$ cat config.mk
export PLATFORM = sky130hd
export DESIGN_NAME = fetch_sequencer_flat
export DESIGN_NICKNAME = d
export VERILOG_FILES = /design/src/rtl/fetch_sequencer_pkg.sv /design/src/rtl/fetch_sequencer_if.sv /design/src/rtl/fetch_addr_check.sv /design/src/rtl/fetch_sequencer.sv /design/src/flat_wrapper.sv
export SDC_FILE = /design/constraint.sdc
export NUM_CORES = 1
export LEC_CHECK = 0
export ABC_AREA = 1
export CORE_UTILIZATION = 55
export CTS_CLUSTER_SIZE = 12
export DETAILED_ROUTE_END_ITERATION = 16
export GPL_TIMING_DRIVEN = 1
export PLACE_DENSITY = 0.87
export SLEW_MARGIN = 20
export SYNTH_ARGS = -nofsm -noshare
export SYNTH_HDL_FRONTEND = slang
export SYNTH_SLANG_ARGS = --single-unit
$ cat constraint.sdc
create_clock -name clk -period 5.3 [get_ports clk]
set_input_delay 1.06 -clock clk [delete_from_list [all_inputs] [get_ports clk]]
set_output_delay 1.06 -clock clk [all_outputs]
set_load 0.005 [all_outputs]
$ cat src/rtl/fetch_sequencer_pkg.sv
// Shared types and constants for the instruction-fetch sequencer and its address checker.
// Contents: FSM state encodings, fetch exception codes, default address map, output buffer record.
// No logic lives here; importers decide how the constants are used.
package fetch_sequencer_pkg;

  // FSM state encodings
  typedef logic [1:0] fetchState_t;
  localparam fetchState_t ST_IDLE = 2'd0;  // reset state, no request
  localparam fetchState_t ST_REQ  = 2'd1;  // issuing/holding a request for pc
  localparam fetchState_t ST_DROP = 2'd2;  // finishing a request whose data is discarded
  localparam fetchState_t ST_FULL = 2'd3;  // output buffer valid, waiting for IF/ID

  // Fetch exception codes
  localparam logic [4:0] EXC_NONE = 5'd0;
  localparam logic [4:0] EXC_ADEL = 5'd4;

  // Default address map
  localparam logic [31:0] DEF_RESET_PC   = 32'h0000_3000;
  localparam logic [31:0] DEF_HANDLER_PC = 32'h0000_4180;
  localparam logic [31:0] DEF_TEXT_LO    = 32'h0000_3000;
  localparam logic [31:0] DEF_TEXT_HI    = 32'h0000_4ffc;

  // One-entry output buffer contents
  typedef struct packed {
    logic [31:0] pc;
    logic [31:0] instr;
    logic [4:0]  exc;
  } fetchBuf_t;

endpackage

$ cat src/rtl/fetch_sequencer_if.sv
// Bundle of every fetch-sequencer signal except clock and reset.
// master: sequencer side (drives imem request and fetch buffer outputs).
// slave: environment side (pipeline control, CP0, instruction memory).
interface fetch_sequencer_if;

  // pipeline control
  logic        stall_i;
  logic        br_valid_i;
  logic [31:0] br_pc_i;
  logic        exc_i;
  logic        eret_i;
  logic [31:0] epc_i;
  // instruction memory port
  logic        imem_req_o;
  logic [31:0] imem_addr_o;
  logic        imem_ack_i;
  logic [31:0] imem_rdata_i;
  // output buffer
  logic        fetch_valid_o;
  logic [31:0] fetch_pc_o;
  logic [31:0] fetch_instr_o;
  logic [4:0]  fetch_exc_o;

  modport master (
    input  stall_i, br_valid_i, br_pc_i, exc_i, eret_i, epc_i,
    input  imem_ack_i, imem_rdata_i,
    output imem_req_o, imem_addr_o,
    output fetch_valid_o, fetch_pc_o, fetch_instr_o, fetch_exc_o
  );

  modport slave (
    output stall_i, br_valid_i, br_pc_i, exc_i, eret_i, epc_i,
    output imem_ack_i, imem_rdata_i,
    input  imem_req_o, imem_addr_o,
    input  fetch_valid_o, fetch_pc_o, fetch_instr_o, fetch_exc_o
  );

endinterface

$ cat src/rtl/fetch_addr_check.sv
// Legal-fetch-address check: word aligned and inside [TEXT_LO, TEXT_HI].
// Latency: purely combinational. Backpressure: none.
// Ports: pc (address under test), legal (1 = may be fetched).
module fetch_addr_check
  import fetch_sequencer_pkg::*;
#(
  parameter logic [31:0] TEXT_LO = DEF_TEXT_LO,
  parameter logic [31:0] TEXT_HI = DEF_TEXT_HI
) (
  input  logic [31:0] pc,
  output logic        legal
);

  assign legal = (pc[1:0] == 2'b00) && (pc >= TEXT_LO) && (pc <= TEXT_HI);

endmodule

$ cat src/rtl/fetch_sequencer.sv
// IF-stage fetch sequencer: owns the PC, issues req/ack instruction-memory reads, fills a one-entry buffer.
// Latency: buffer valid the cycle after req&ack; zero-wait memory gives one instruction per 2 cycles.
// Backpressure: stall_i holds the buffer unchanged and suppresses new requests until it is accepted.
// Ports: clk, reset (async active-low), fifc (master modport: pipeline control, imem port, buffer outputs).
module fetch_sequencer
  import fetch_sequencer_pkg::*;
#(
  parameter logic [31:0] RESET_PC   = DEF_RESET_PC,
  parameter logic [31:0] HANDLER_PC = DEF_HANDLER_PC,
  parameter logic [31:0] TEXT_LO    = DEF_TEXT_LO,
  parameter logic [31:0] TEXT_HI    = DEF_TEXT_HI
) (
  input  logic               clk,
  input  logic               reset,
  fetch_sequencer_if.master  fifc
);

  fetchState_t state;
  logic [31:0] pc;         // next fetch address
  logic [31:0] addr;       // address of the request currently on the bus
  logic        pendValid;  // redirect seen while the delay-slot fetch was still in flight
  logic [31:0] pendPc;
  fetchBuf_t   bufReg;

  logic        pcLegal;
  logic        reqOut;
  logic        brTake;
  logic        redirect;
  logic [31:0] redirectPc;

  fetch_addr_check #(
    .TEXT_LO (TEXT_LO),
    .TEXT_HI (TEXT_HI)
  ) uAddrCheck (
    .pc    (pc),
    .legal (pcLegal)
  );

  // DROP keeps driving the captured address so the bus sees a stable request
  // even though pc has already been retargeted.
  assign reqOut     = ((state == ST_REQ) && pcLegal) || (state == ST_DROP);
  assign brTake     = fifc.br_valid_i && !fifc.stall_i;
  assign redirect   = fifc.exc_i || fifc.eret_i;
  assign redirectPc = fifc.exc_i ? HANDLER_PC : fifc.epc_i;

  assign fifc.imem_req_o    = reqOut;
  assign fifc.imem_addr_o   = (state == ST_DROP) ? addr :
                              ((state == ST_REQ) && pcLegal) ? pc : 32'h0;
  assign fifc.fetch_valid_o = (state == ST_FULL);
  assign fifc.fetch_pc_o    = bufReg.pc;
  assign fifc.fetch_instr_o = bufReg.instr;
  assign fifc.fetch_exc_o   = bufReg.exc;

  // addr shadows pc during REQ so that a redirect turning REQ into DROP
  // still has the in-flight address available.
  always_ff @(posedge clk or negedge reset) begin
    if (!reset) begin
      addr <= 32'h0;
    end else if (state == ST_REQ) begin
      addr <= pc;
    end
  end

  always_ff @(posedge clk or negedge reset) begin
    if (!reset) begin
      state     <= ST_IDLE;
      pc        <= RESET_PC;
      pendValid <= 1'b0;
      pendPc    <= 32'h0;
      bufReg    <= '{pc: RESET_PC, instr: 32'h0, exc: EXC_NONE};
    end else if (redirect) begin
      // Exception/ERET override everything; an outstanding request must still
      // complete on the bus, so its data is swallowed in DROP.
      pc           <= redirectPc;
      pendValid    <= 1'b0;
      bufReg.instr <= 32'h0;
      bufReg.exc   <= EXC_NONE;
      state        <= (reqOut && !fifc.imem_ack_i) ? ST_DROP : ST_REQ;
    end else begin
      case (state)
        ST_IDLE: state <= ST_REQ;

        ST_REQ: begin
          if (!pcLegal) begin
            // Faulting fetch goes straight to the buffer; pc is left in place.
            bufReg <= '{pc: pc, instr: 32'h0, exc: EXC_ADEL};
            if (brTake) pc <= fifc.br_pc_i;
            state <= ST_FULL;
          end else if (fifc.imem_ack_i) begin
            bufReg    <= '{pc: pc, instr: fifc.imem_rdata_i, exc: EXC_NONE};
            pc        <= brTake ? fifc.br_pc_i : (pendValid ? pendPc : pc + 32'd4);
            pendValid <= 1'b0;
            state     <= ST_FULL;
          end else if (brTake) begin
            // Delay slot still in flight: apply the target once it lands.
            pendValid <= 1'b1;
            pendPc    <= fifc.br_pc_i;
          end
        end

        ST_DROP: begin
          if (fifc.imem_ack_i) state <= ST_REQ;
        end

        ST_FULL: begin
          if (!fifc.stall_i) state <= ST_REQ;
          if (brTake) pc <= fifc.br_pc_i;
        end

        default: state <= ST_IDLE;
      endcase
    end
  end

endmodule

$ cat src/flat_wrapper.sv
// flat-port wrapper written by rule: the top's interface ports become plain ports
module fetch_sequencer_flat import fetch_sequencer_pkg::*;
#(
  parameter logic [31:0] RESET_PC   = DEF_RESET_PC,
  parameter logic [31:0] HANDLER_PC = DEF_HANDLER_PC,
  parameter logic [31:0] TEXT_LO    = DEF_TEXT_LO,
  parameter logic [31:0] TEXT_HI    = DEF_TEXT_HI
)
  (clk, reset, fifc_stall_i, fifc_br_valid_i, fifc_br_pc_i, fifc_exc_i, fifc_eret_i, fifc_epc_i, fifc_imem_ack_i, fifc_imem_rdata_i, fifc_imem_req_o, fifc_imem_addr_o, fifc_fetch_valid_o, fifc_fetch_pc_o, fifc_fetch_instr_o, fifc_fetch_exc_o);
  fetch_sequencer_if fifc_i ();
  input  logic clk;
  input  logic reset;
  input wire logic [$bits(fifc_i.stall_i)-1:0] fifc_stall_i;
  input wire logic [$bits(fifc_i.br_valid_i)-1:0] fifc_br_valid_i;
  input wire logic [$bits(fifc_i.br_pc_i)-1:0] fifc_br_pc_i;
  input wire logic [$bits(fifc_i.exc_i)-1:0] fifc_exc_i;
  input wire logic [$bits(fifc_i.eret_i)-1:0] fifc_eret_i;
  input wire logic [$bits(fifc_i.epc_i)-1:0] fifc_epc_i;
  input wire logic [$bits(fifc_i.imem_ack_i)-1:0] fifc_imem_ack_i;
  input wire logic [$bits(fifc_i.imem_rdata_i)-1:0] fifc_imem_rdata_i;
  output wire logic [$bits(fifc_i.imem_req_o)-1:0] fifc_imem_req_o;
  output wire logic [$bits(fifc_i.imem_addr_o)-1:0] fifc_imem_addr_o;
  output wire logic [$bits(fifc_i.fetch_valid_o)-1:0] fifc_fetch_valid_o;
  output wire logic [$bits(fifc_i.fetch_pc_o)-1:0] fifc_fetch_pc_o;
  output wire logic [$bits(fifc_i.fetch_instr_o)-1:0] fifc_fetch_instr_o;
  output wire logic [$bits(fifc_i.fetch_exc_o)-1:0] fifc_fetch_exc_o;
  assign fifc_i.stall_i = fifc_stall_i;
  assign fifc_i.br_valid_i = fifc_br_valid_i;
  assign fifc_i.br_pc_i = fifc_br_pc_i;
  assign fifc_i.exc_i = fifc_exc_i;
  assign fifc_i.eret_i = fifc_eret_i;
  assign fifc_i.epc_i = fifc_epc_i;
  assign fifc_i.imem_ack_i = fifc_imem_ack_i;
  assign fifc_i.imem_rdata_i = fifc_imem_rdata_i;
  assign fifc_imem_req_o = fifc_i.imem_req_o;
  assign fifc_imem_addr_o = fifc_i.imem_addr_o;
  assign fifc_fetch_valid_o = fifc_i.fetch_valid_o;
  assign fifc_fetch_pc_o = fifc_i.fetch_pc_o;
  assign fifc_fetch_instr_o = fifc_i.fetch_instr_o;
  assign fifc_fetch_exc_o = fifc_i.fetch_exc_o;
  fetch_sequencer #(.RESET_PC(RESET_PC), .HANDLER_PC(HANDLER_PC), .TEXT_LO(TEXT_LO), .TEXT_HI(TEXT_HI)) u_core (.clk(clk), .reset(reset), .fifc(fifc_i));
endmodule
Yosys cells after proc, flatten, opt, wreduce, memory -nomap -nowiden

Cells that the tools add are included.

$add $sub $neg: 1
$lt $le $gt $ge: 2
Equality and inequality tests: 8
Multiplexer cells: 26
Bitwise operators: 2
Reduce and logical (&&, ||, !) cells: 21

Operators with widths:

| kind                                                                | count |
|---|---|
| two-way mux 32 bit                                                  | 9 |
| two-way mux 69 bit                                                  | 2 |
| two-way mux 37 bit                                                  | 2 |
| one-hot mux 32 bit (2 select lines)                                 | 1 |
| adder 32 x 3 -> 32 bit, second input constant                       | 1 |
| greater-or-equal comparator 32 x 14 -> 1 bit, second input constant | 1 |
| less-or-equal comparator 32 x 15 -> 1 bit, second input constant    | 1 |
| two-way mux 2 bit                                                   | 6 |
| AND reduction 3 bit                                                 | 3 |
| one-hot mux 2 bit (4 select lines)                                  | 1 |
| != test 3 x 2 -> 1 bit, second input constant                       | 2 |
| nonzero test 3 bit                                                  | 2 |
| logical AND 1 bit                                                   | 5 |
| two-way mux 1 bit                                                   | 5 |
| AND reduction 5 bit                                                 | 1 |
| equality test 2 bit, second input constant                          | 2 |
| zero test 2 bit                                                     | 2 |
| != test 4 bit, second input constant                                | 1 |
| AND reduction 2 bit                                                 | 2 |
| nonzero test 2 bit                                                  | 2 |
| != test 3 bit, second input constant                                | 1 |
| equality test 2 x 1 -> 1 bit, second input constant                 | 1 |
| zero test 1 bit                                                     | 2 |
| logical OR 1 bit                                                    | 2 |
| other kinds (2)                                                     | 3 |

Bits in registers: 168
Input port bits: 103
Output and inout bits: 103
Logic and storage cells: 68

Depth between registers and ports, before layout

Depth after elaboration: 8
Gate-level depth with buffers: 15
Gate-level depth less buffers: 14

Cells and area by module

A second synthesis with hierarchy kept.

Cell total of the unflattened synthesis: 1160
Area total of the unflattened synthesis: 8762.2 µm²

By module, submodules not included:

| module           | times used | cells an instance | area an instance (µm²) |
|---|---|---|---|
| fetch_sequencer  | 1          | 1138              | 8668.3 |
| fetch_addr_check | 1          | 22                | 93.8 |

Worst setup path after synthesis

No wires, ideal clock.

Kind: reg-to-output
Start point: reg u_core.state[1]
End point: out fifc_imem_addr_o[10]
Arrival time: 1449 ps
Required time: 4240 ps
Path slack: 2791 ps
Stages on the path, launching flop included: 6
Path buffers: 2
Path through: dfrtp_1 -> nor2_2 -> clkbuf_1 -> buf_1 -> nand2_1 -> o22ai_1

Longest elaborated chain between the ends: 4
Elaborated cells between the ends (all ways): 5
Those cells by class: eq/ne (2); mux (2); reduce/logical (1)

Ends and longest elaborated chain:

| element                      | RTL line              | RTL |
|---|---|---|
| from (decl)                  | fetch_sequencer.sv:18 | `fetchState_t state;` |
| from (signal assigned)       | fetch_sequencer.sv:78 | `state <= (reqOut && !fifc.imem_ack_i) ? ST_DROP : ST_REQ;` |
| equality test 2 x 1 -> 1 bit | fetch_sequencer.sv:48 | `((state == ST_REQ) && pcLegal) ? pc : 32'h0;` |
| logical AND 1 bit            | fetch_sequencer.sv:48 |  |
| two-way mux 32 bit           | fetch_sequencer.sv:48 |  |
| two-way mux 32 bit *         | fetch_sequencer.sv:47 | `assign fifc.imem_addr_o = (state == ST_DROP) ? addr :` |
| to (decl)                    | flat_wrapper.sv:22    | `output wire logic [$bits(fifc_i.imem_addr_o)-1:0] fifc_imem_addr_o;` |

Mark *: on every way between the ends. The rest lies on a longest branch, timed or not.

Final worst setup path

Start point: reg u_core.pc[14]
End point: out fifc_imem_addr_o[4]

Longest elaborated chain between the ends: 6
Elaborated cells between the ends (all ways): 7
Those cells by class: order compare (2); mux (2); reduce/logical (3)

Ends and longest elaborated chain:

| element                                      | RTL line               | RTL |
|---|---|---|
| from (decl)                                  | fetch_sequencer.sv:19  | `logic [31:0] pc;` |
| from (signal assigned)                       | fetch_sequencer.sv:74  | `pc <= redirectPc;` |
| from (signal assigned)                       | fetch_sequencer.sv:87  | `if (brTake) pc <= fifc.br_pc_i;` |
| from (signal assigned)                       | fetch_sequencer.sv:91  | `pc <= brTake ? fifc.br_pc_i : (pendValid ? pendPc : pc + 32'd4);` |
| greater-or-equal comparator 32 x 14 -> 1 bit | fetch_addr_check.sv:14 | `assign legal = (pc[1:0] == 2'b00) && (pc >= TEXT_LO) && (pc <= TEXT_HI);` |
| logical AND 1 bit                            | fetch_addr_check.sv:14 |  |
| logical AND 1 bit *                          | fetch_addr_check.sv:14 |  |
| logical AND 1 bit *                          | fetch_sequencer.sv:48  |  |
| two-way mux 32 bit *                         | fetch_sequencer.sv:48  |  |
| two-way mux 32 bit *                         | fetch_sequencer.sv:47  |  |

Marks and branches as above.

==> summary.txt <==
Outcome
  • Status: finished clean

Final layout
  • Nets: approximately 1500
  • Most frequent cells in the layout: nand2_1, clkdlybuf4s50_1, dfrtp_1
  • Ratio of cells with drive above 1 in the final layout: 0.0713
  • N_diodes: 0
  • Post-route cell area: 11500 sq um
  • Area delta synth->final: 28.9%
  • Most common cell after layout, fill and taps aside: nand2_1

STA
  • Slew headroom: 0.410
  • Final setup margin: 1.06 ns
  • Worst-Margin Slew: a little under 0.9 ns
  • Pins over their slew limit: 0
  • Fin crit period: 4.24 ns
  • Final worst path period share: 0.800
  • Worst Clk Skew: 0.00836 ns
  • Fin. Hold Viols: 0
  • Fin Setup TNS: 0 ns
  • Setup violations, final: 0
  • Fmax: 236 MHz
  • Unrepaired setup endpoints after global routing: false

Pwr
  • Leakage: 5.27 nW
  • Peak supply drop: 0.223 mV
  • Pwr Density: 277 nW/um^2

Place
  • RD Place Congestion: a little under 1
  • PortBufs: about 200
  • Placed inst area: roughly 11000 sq um
  • Final HPWL DP: between 15000 and 20000 um
  • Pre-CTS setup slack: 1.57 ns

Synth
  • Synth area leaders: dfrtp_1, nand2_1, o21ai_0
  • Synth Area in Simple Gates: 0.251
  • Adder-Cell Fraction of Synth Area: 0.00280
  • Post-synthesis mux area share: 0.0345
  • Synth top area share: 0.449
  • Main combinational cell family by area after synthesis: simple AND/OR/NAND/NOR gates
  • Syn_area_per_cell: 7.49 sq um
  • YS warnings: 0
  • Synth Area in XOR/XNOR: 0.00196
  • Mapped Area: 8920 sq um
  • Post-synth cell types: 45
  • Compound-Gate Fraction of Synth Area: 0.154
  • Register area share after synthesis: 0.460
  • #FFs+latches synth: 164
  • Mapped Cells: roughly 1200
  • Post-synth top area cell: dfrtp_1

Clock network
  • CTS tree: built
  • Clock Sinks: 164
  • H-tree depth: 4
  • Clock latency on the worst-skew pair: 0.44 ns
  • Num CTS Buffers: 17
  • Clock Pin Slew Worst Setup and Hold Paths: 0.07 ns
  • Post-CTS setup buffers: 0
  • CTS max path bufs: 2
  • Clk Tree Root Cell: clkbuf_16
  • # resized after CTS: 0
  • Cts hold-fix bufs: 0

Worst setup path
  • Worst setup EP type: primary output
  • Slowest CP cell: dfrtp_1
  • Setup Crit Path Kind: flip-flop to primary output
  • Max incr delay on CP: 0.54 ns
  • CP Data Required Time: 4.24 ns
  • CP startpoint kind: flip-flop
  • Crit path max-delay family: buffers and inverters
  • Crit path arrival time: 3.18 ns
  • CP Max Fanout: a little over 40
  • CP dominant cell by count: inv_1
  • Critical-path cell list: inv_1 -> nand2_1 -> nand3_2 -> nor2_8 -> inv_1 -> o22ai_1 -> clkdlybuf4s50_1
  • CP Buf/Inv Count: 3

Global routing
  • First-pass GRT wire length: 44500 um
  • Total track usage: 0.350
  • Vias in the first global route: 8690
  • Largest net degree at the start of global routing: ~80
  • Grt ovf: 0
  • Initial antenna violation count: 0

Drt
  • DRT iter0 DRCs: 1411
  • Routed WL: 28300 um
  • TritonRoute pass-1 iters: 7
  • Via count: 9141
  • Vias per cell: 5.80
  • Final ANT Viol Nets: 0
  • Drt wl/cell: 17.9 um
  • Drt drc: 0

Flow run
  • # Max-Cap Violations: 0

Floorplan
  • DIE AREA: 16700 sq um
  • I/O pin total: 206
  • Chip height: 129 um
  • Row Count: 46
  • Starting Density: 0.562
  • CORE AREA: 15900 sq um
  • Die width: 129 um

Hold path
  • Hold WC Path Type: flip-flop to flip-flop
## report_power, final
part           internal, mW  total (mW)  switching, mW
clock network         0.676        1.22          0.543
logic                 0.243       0.531          0.288
registers              1.35        1.44         0.0856
## routing by layer
layer / track usage / vias up / wire [um]
met5: 0 / - / 0
met4: 0.158 / 0 / 989
met3: 0.0830 / 99 / 3010
met2: 0.535 / 638 / 12900
met1: 0.476 / 4252 / 11400
li1: - / 4152 / -
## sequential cells by signal, summed over array words and instances (netlist names)
signal	cells
u_core.addr	32
u_core.fifc.fetch_exc_o	1
u_core.fifc.fetch_instr_o	32
u_core.fifc.fetch_pc_o	32
u_core.pc	32
u_core.pendPc	32
u_core.pendValid	1
u_core.state	2
## cell usage after synthesis, drive strengths merged
master / number
nand2: 293
o21ai: 168
dfrtp: 160
nor2: 147
inv: 119
nand3: 83
a21oi: 61
buf: 40
clkbuf: 37
mux2: 24
o22ai: 16
nand4: 8
a211oi: 5
dfstp: 4
nand3b: 4
a21boi: 3
or2: 3
a22oi: 2
a31oi: 2
ha: 2
xor2: 2
a21o: 1
a311oi: 1
a32oi: 1
clkinv: 1
conb: 1
nor3: 1
o211ai: 1
o21a: 1
## worst min-delay path, cell delays in order, from the launching register on
cell,delay [ns]
dfrtp_1,0.34
nand2_1,0.05
o21ai_0,0.06
## logic make-up after synthesis
group                    after synthesis
AO/OA/AOI/OAI                        262
XOR/XNOR                               2
buffers and inverters                197
other                                  1
adder cells (fa/ha/maj)                2
multiplexers                          24
AND/OR/NAND/NOR                      539
flip-flops                           164
## cell type report
class | count | area [sq um]
Sequential cell | 164 | 4110
Clock inverter | 13 | 125
Timing Repair Buffer | 211 | 2090
Multi-Input combinational cell | 833 | 4010
Clock buffer | 19 | 453
Inverter | 120 | 450
Fill cell | 1226 | 4380
Tap cell | 216 | 270
## metrics by stage
step | power, mW | hold WS, ns | cells | utilization
after floorplan | 1.69 | 0.446 | 1194 | -
after global placement | 1.96 | 0.459 | 1544 | 0.688
after detailed placement | 1.98 | 0.470 | 1544 | 0.688
after CTS | 3.18 | 0.488 | 1576 | 0.724
after global routing | 3.30 | 0.505 | 1576 | 0.724
final | 3.19 | 0.484 | 1576 | 0.724
## final timing paths
kind	endpoint	from	cells past startpoint	slack [ns]
worst max-delay path	fifc_imem_addr_o[4]	u_core.pc[14]	7	1.06
worst min-delay path	u_core.fifc.fetch_instr_o[16]	u_core.fifc.fetch_instr_o[16]	2	0.48
worst max register to register	u_core.pc[31]	u_core.pc[14]	10	1.90
worst min register to register	u_core.fifc.fetch_instr_o[16]	u_core.fifc.fetch_instr_o[16]	2	0.48
max in group asynchronous	u_core.fifc.fetch_instr_o[27]	reset	2	3.58
min in group asynchronous	u_core.fifc.fetch_pc_o[4]	reset	1	0.67
No activity file was read; power rests on OpenSTA's default activity.
